**src/rtl/dmem_arbiter.sv**
```systemverilog
// dmem_arbiter: shares the 32-bit data SPRAM pair (two 16-bit macros) between
// requester A (CPU data path) and requester B (loader/debug port).
// Ports:
//   clk, rst_n                       clock, async active-low reset
//   a_req/a_we/a_addr/a_wdata/a_be   A command (valid/ready, held until a_gnt)
//   a_gnt                            combinational accept for A
//   a_rvalid/a_rdata                 registered read response for A
//   b_*                              same set for requester B
//   mem_addr/mem_wdata/mem_maskwren  registered SPRAM address, data, nibble mask
//   mem_wren/mem_cs                  registered SPRAM write enable, chip select
//   mem_rdata                        SPRAM DATAOUT, valid the cycle after ACCESS
module dmem_arbiter #(
  parameter int unsigned ADDR_W     = 14,
  parameter bit          FIXED_PRIO = 1'b0
) (
  input  logic              clk,
  input  logic              rst_n,
  input  logic              a_req,
  input  logic              a_we,
  input  logic [ADDR_W-1:0] a_addr,
  input  logic [31:0]       a_wdata,
  input  logic [3:0]        a_be,
  output logic              a_gnt,
  output logic              a_rvalid,
  output logic [31:0]       a_rdata,
  input  logic              b_req,
  input  logic              b_we,
  input  logic [ADDR_W-1:0] b_addr,
  input  logic [31:0]       b_wdata,
  input  logic [3:0]        b_be,
  output logic              b_gnt,
  output logic              b_rvalid,
  output logic [31:0]       b_rdata,
  output logic [ADDR_W-1:0] mem_addr,
  output logic [31:0]       mem_wdata,
  output logic [7:0]        mem_maskwren,
  output logic              mem_wren,
  output logic              mem_cs,
  input  logic [31:0]       mem_rdata
);

  localparam int unsigned DATA_W = 32;
  localparam int unsigned BE_W   = 4;
  localparam int unsigned MASK_W = 2 * BE_W;
  localparam logic        OWN_A  = 1'b0;
  localparam logic        OWN_B  = 1'b1;

  typedef enum logic [1:0] {ST_IDLE, ST_ACCESS, ST_WAIT} state_t;

  state_t              state_q, state_d;
  logic                last_q, last_d;
  logic                owner_q, owner_d;
  logic                op_we_q, op_we_d;
  logic [ADDR_W-1:0]   mem_addr_q, mem_addr_d;
  logic [DATA_W-1:0]   mem_wdata_q, mem_wdata_d;
  logic [MASK_W-1:0]   mem_mask_q, mem_mask_d;
  logic                mem_wren_q, mem_wren_d;
  logic                mem_cs_q, mem_cs_d;
  logic                a_rvalid_q, a_rvalid_d;
  logic                b_rvalid_q, b_rvalid_d;
  logic [DATA_W-1:0]   a_rdata_q, a_rdata_d;
  logic [DATA_W-1:0]   b_rdata_q, b_rdata_d;

  logic                ready_c, pick_b_c, a_gnt_c, b_gnt_c, xfer_c;
  logic [BE_W-1:0]     sel_be_c;

  // Arbitration: a lone requester wins; on conflict A wins with fixed
  // priority, otherwise the requester that did not win last time.
  always_comb begin
    ready_c  = (state_q != ST_ACCESS) || op_we_q;
    pick_b_c = b_req && (!a_req || (!FIXED_PRIO && (last_q == OWN_A)));
    a_gnt_c  = ready_c && a_req && !pick_b_c && rst_n;
    b_gnt_c  = ready_c && b_req && pick_b_c && rst_n;
    xfer_c   = a_gnt_c || b_gnt_c;
  end

  // Sequencer next state and registered outputs
  always_comb begin
    state_d     = state_q;
    last_d      = last_q;
    owner_d     = owner_q;
    op_we_d     = op_we_q;
    mem_addr_d  = mem_addr_q;
    mem_wdata_d = mem_wdata_q;
    mem_mask_d  = mem_mask_q;
    mem_wren_d  = mem_wren_q;
    mem_cs_d    = mem_cs_q;
    a_rvalid_d  = 1'b0;
    b_rvalid_d  = 1'b0;
    a_rdata_d   = a_rdata_q;
    b_rdata_d   = b_rdata_q;
    sel_be_c    = b_gnt_c ? b_be : a_be;

    case (state_q)
      ST_ACCESS: begin
        state_d    = op_we_q ? ST_IDLE : ST_WAIT;
        mem_cs_d   = 1'b0;
        mem_wren_d = 1'b0;
      end
      ST_WAIT: begin
        state_d = ST_IDLE;
        if (owner_q == OWN_B) begin
          b_rdata_d  = mem_rdata;
          b_rvalid_d = 1'b1;
        end else begin
          a_rdata_d  = mem_rdata;
          a_rvalid_d = 1'b1;
        end
      end
      default: ;
    endcase

    // A handshake overrides the exit path above (write pipelining, WAIT reuse)
    if (xfer_c) begin
      state_d     = ST_ACCESS;
      owner_d     = b_gnt_c ? OWN_B : OWN_A;
      last_d      = b_gnt_c ? OWN_B : OWN_A;
      op_we_d     = b_gnt_c ? b_we : a_we;
      mem_addr_d  = b_gnt_c ? b_addr : a_addr;
      mem_wdata_d = b_gnt_c ? b_wdata : a_wdata;
      // each byte enable drives the two nibble-mask bits of its byte
      mem_mask_d  = {sel_be_c[3], sel_be_c[3], sel_be_c[2], sel_be_c[2],
                     sel_be_c[1], sel_be_c[1], sel_be_c[0], sel_be_c[0]};
      mem_wren_d  = b_gnt_c ? b_we : a_we;
      mem_cs_d    = 1'b1;
    end
  end

  // State and output registers
  always_ff @(posedge clk or negedge rst_n) begin
    if (!rst_n) begin
      state_q     <= ST_IDLE;
      last_q      <= OWN_B;
      owner_q     <= OWN_A;
      op_we_q     <= 1'b0;
      mem_addr_q  <= '0;
      mem_wdata_q <= '0;
      mem_mask_q  <= '0;
      mem_wren_q  <= 1'b0;
      mem_cs_q    <= 1'b0;
      a_rvalid_q  <= 1'b0;
      b_rvalid_q  <= 1'b0;
      a_rdata_q   <= '0;
      b_rdata_q   <= '0;
    end else begin
      state_q     <= state_d;
      last_q      <= last_d;
      owner_q     <= owner_d;
      op_we_q     <= op_we_d;
      mem_addr_q  <= mem_addr_d;
      mem_wdata_q <= mem_wdata_d;
      mem_mask_q  <= mem_mask_d;
      mem_wren_q  <= mem_wren_d;
      mem_cs_q    <= mem_cs_d;
      a_rvalid_q  <= a_rvalid_d;
      b_rvalid_q  <= b_rvalid_d;
      a_rdata_q   <= a_rdata_d;
      b_rdata_q   <= b_rdata_d;
    end
  end

  assign a_gnt        = a_gnt_c;
  assign b_gnt        = b_gnt_c;
  assign a_rvalid     = a_rvalid_q;
  assign b_rvalid     = b_rvalid_q;
  assign a_rdata      = a_rdata_q;
  assign b_rdata      = b_rdata_q;
  assign mem_addr     = mem_addr_q;
  assign mem_wdata    = mem_wdata_q;
  assign mem_maskwren = mem_mask_q;
  assign mem_wren     = mem_wren_q;
  assign mem_cs       = mem_cs_q;

endmodule
```
**config.mk**
```make
export PLATFORM = sky130hd
export DESIGN_NAME = dmem_arbiter
export DESIGN_NICKNAME = d
export VERILOG_FILES = /design/src/rtl/dmem_arbiter.sv
export SDC_FILE = /design/constraint.sdc
export NUM_CORES = 1
export LEC_CHECK = 0
export CAP_MARGIN = 10
export CORE_ASPECT_RATIO = 2
export CORE_MARGIN = 1
export CORE_UTILIZATION = 38
export DETAILED_ROUTE_END_ITERATION = 8
export PLACE_DENSITY = 0.78
export SETUP_SLACK_MARGIN = 0.1
export SYNTH_ARGS = -nofsm -noshare
export SYNTH_HDL_FRONTEND = slang
export SYNTH_SLANG_ARGS = --single-unit
```
**constraint.sdc**
```tcl
create_clock -name clk -period 1.75 [get_ports clk]
set_input_delay 0.2625 -clock clk [delete_from_list [all_inputs] [get_ports clk]]
set_output_delay 0.2625 -clock clk [all_outputs]
set_load 0.02 [all_outputs]
```
==> metrics.txt <==
final hold vios=0; Flop pwr share=a little under a third; total wire length=about 22,000 um; max_cap viols=0; Reg-to-Reg End=a_rdata[22]; pre-CTS setup slack=-0.275 ns; Post-route DRC=0; Clock Latency Late Sink=0.41 ns; worst r2r src=state_q[1]; layout cells sized above 1=between 20 and 30%; crit end category=output pin; Max Clk Rate=562 MHz; Layout fillers=around 1,000; H-tree Lvls=4; antenna cell count=0; primary flip-flop cell chosen by synthesis mapping=dfrtp_1; Syn Area/Cell=about 12 sq um; pwr dens=around 1500 nW/um^2; RSZ-0062 raised after global routing=yes; top post-synthesis cells by count=122 x dfrtp_1, 102 x a31oi_1, 64 x mux2_2; chip width=88.2 um; Post-Syn Area=5650 sq um; Synth Register Bits=123; vias in the first global route=5,721; YS warnings=0; critical path class=flop to output pin; initial antenna violation count=0; Num Clock Sinks=roughly 120; Area after DPL=8460 sq um; Setup violations, final=3; Layout area overhead=79.9%; sequential area share after synthesis=54.5%; switching share of power=36.6%; critical path required time=1.49 ns; maximum clock path buffer count=2; Worst IR Drop VDD=0.819 mV; initial DRC count=~190; PortBufs=261; Clock transition at path regs=0.06 ns; post-route setup slack=-0.0289 ns; Die H=174 um; Int Pwr=roughly 9.6 mW; clock power share=25.4%; R2R setup slack=0 ns; final instance area=10,200 sq um; DP Wirelength=12,700 um; DR pass1 iterations=5; CORE AREA=14,400 sq um; Async S/R FF share, synth=100%; Placer Congestion=~0.77; Crit Path Max Fanout=3; Hold Crit Class=primary input to async pin; worst endpoint data arrival time=1.52 ns; R2R cell count=7; Total GRT Usage=25.1%; num ports=262; Unique masters post-synth=30; Initial Util=39.2%; top-count cell post-synth=dfrtp_1; post-synth top area cell=dfrtp_1; die area=15,400 sq um; wire length per cell=23.6 um; Root Driver=clkbuf_16; CTS tree=done; clk_skew=0.00799 ns; Comb pwr share=43.8%; leading post-synthesis cells by cell area=dfrtp_1 54%, mux2_2 13%, a31oi_1 11%; hold_ws=around 0.15 ns; DR vias/cell=5.93; final core occ=70.4%; Syn Inst Count=about 480; share of Yosys cell area claimed by the top area cell type=between 50% and 60%; largest net degree at the start of global routing=between 70 and 80; Slew Limit Fails=0; number of enable flip-flop cells after synthesis=0; DP Cell Count=between 800 and 900; nets@finish=880; Congestion Overflow GR=0; Worst Max-Slew Pin Slew=0.604 ns; period utilisation layout=102%; Critical Path Source Type=flop; Layout Cells excl Fill=947; P_sw=5.55 mW; num rows=a little over 60; global-route wire length before repair=29,600 um; TNS Setup=-0.0315 ns; failing checks=setup timing; Inserted Clock Buffers=17; antenna viol nets, final=0; outcome=complete, but fails checks; leakage=~4.4 nW; total number of vias=5,616; minimum clock period=1.78 ns; total power draw=about 15 mW; worst relative slew slack=59.7%; Net Count, Synth=just over 600
==> flip-flops by register name (all words and copies together) (netlist names) <==
register      flops
op_we_q           1
b_rvalid          1
state_q           2
a_rvalid          1
mem_cs            1
mem_wdata        32
owner_q           1
a_rdata          32
mem_maskwren      4
mem_addr         14
b_rdata          32
mem_wren          1
last_q            1
==> logic make-up (layout without fill, tap and decap cells) <==
family / Yosys count / count (layout) / synth area share (%)
AND/OR/NAND/NOR: 64 / 65 / 7.24
buffers and inverters: 71 / 341 / 6.20
flip-flops: 123 / 123 / 54.5
multiplexers: 64 / 64 / 12.8
AO/OA/AOI/OAI: 162 / 162 / 19.3
==> layout make-up <==
cell class / instances / area (sq um) / share of cell area (%)
timing repair buffer: 306 / 3310 / 32.6
sequential: 123 / 3080 / 30.3
multi-input combinational: 291 / 2880 / 28.3
clock buffer: 18 / 429 / 4.22
tap: 192 / 240 / 2.36
clock inverter: 14 / 208 / 2.04
inverter: 3 / 11.3 / 0.111
==> what timing repair did <==
action,in CTS,in global routing
setup buffers,4,4
hold buffers,1,0
resized for setup,88,146
setup endpoints to repair,126,130
gates cloned,1,12
pin swaps,3,9
hold endpoints to repair,29,0
==> worst max-delay path, stage by stage (launching register included) <==
cell	delay [ns]
dfrtp_1	0.42
or3b_4	0.43
nand3_4	0.07
nor2_2	0.04
buf_6	0.14
==> power by group through the flow <==
stage	clock network [mW]	logic, mW	registers, mW
floorplan	0	1.73	5.89
global placement	0	6.05	4.55
detailed placement	0	6.19	4.64
CTS	3.91	5.90	4.59
global route	4.04	6.96	4.79
finish	3.84	6.63	4.68
==> layout by cell type, fill, tap and decap left out, drive strengths merged <==
master         count
dfstp              1
o221ai             1
a21oi              1
clkbuf            28
or3b               1
inv                9
clkdlybuf4s50    143
a31oi            102
dlygate4sd2       73
mux2              64
a21boi             1
a32o               1
o31ai             51
o21ai              1
clkinvlp           1
dlymetal6s2s      42
nor3b              2
a21o               3
buf               38
or2                1
nor2b              1
nand2              1
and3               2
dfrtp            122
bufinv             4
nand2b             1
nand3b             1
nand4             52
nor3               1
a21bo              1
clkinv             3
nor2               1
nand3              1
==> metal layers <==
layer,vias to the layer above,GRT usage (%),share of wire (%)
li1,2443,-,-
met3,81,5.98,6.6
met4,0,13.4,5.3
met1,2770,27.3,34
met2,322,43.8,54
met5,-,0,0
==> worst max path at each step <==
| stage | cells past startpoint | to | from | slack (ns) |
|---|---|---|---|---|
| after floorplan | 7 | mem_maskwren[1] | state_q[1] | 0.13 |
| after global placement | 4 | b_gnt | b_req | -0.27 |
| after detailed placement | 4 | b_gnt | b_req | -0.28 |
| after CTS | 4 | a_gnt | op_we_q | -0.05 |
| after global routing | 4 | a_gnt | state_q[1] | -0.07 |
| final | 4 | a_gnt | state_q[1] | -0.03 |
Note: power is estimated with default switching activity, not from simulation.
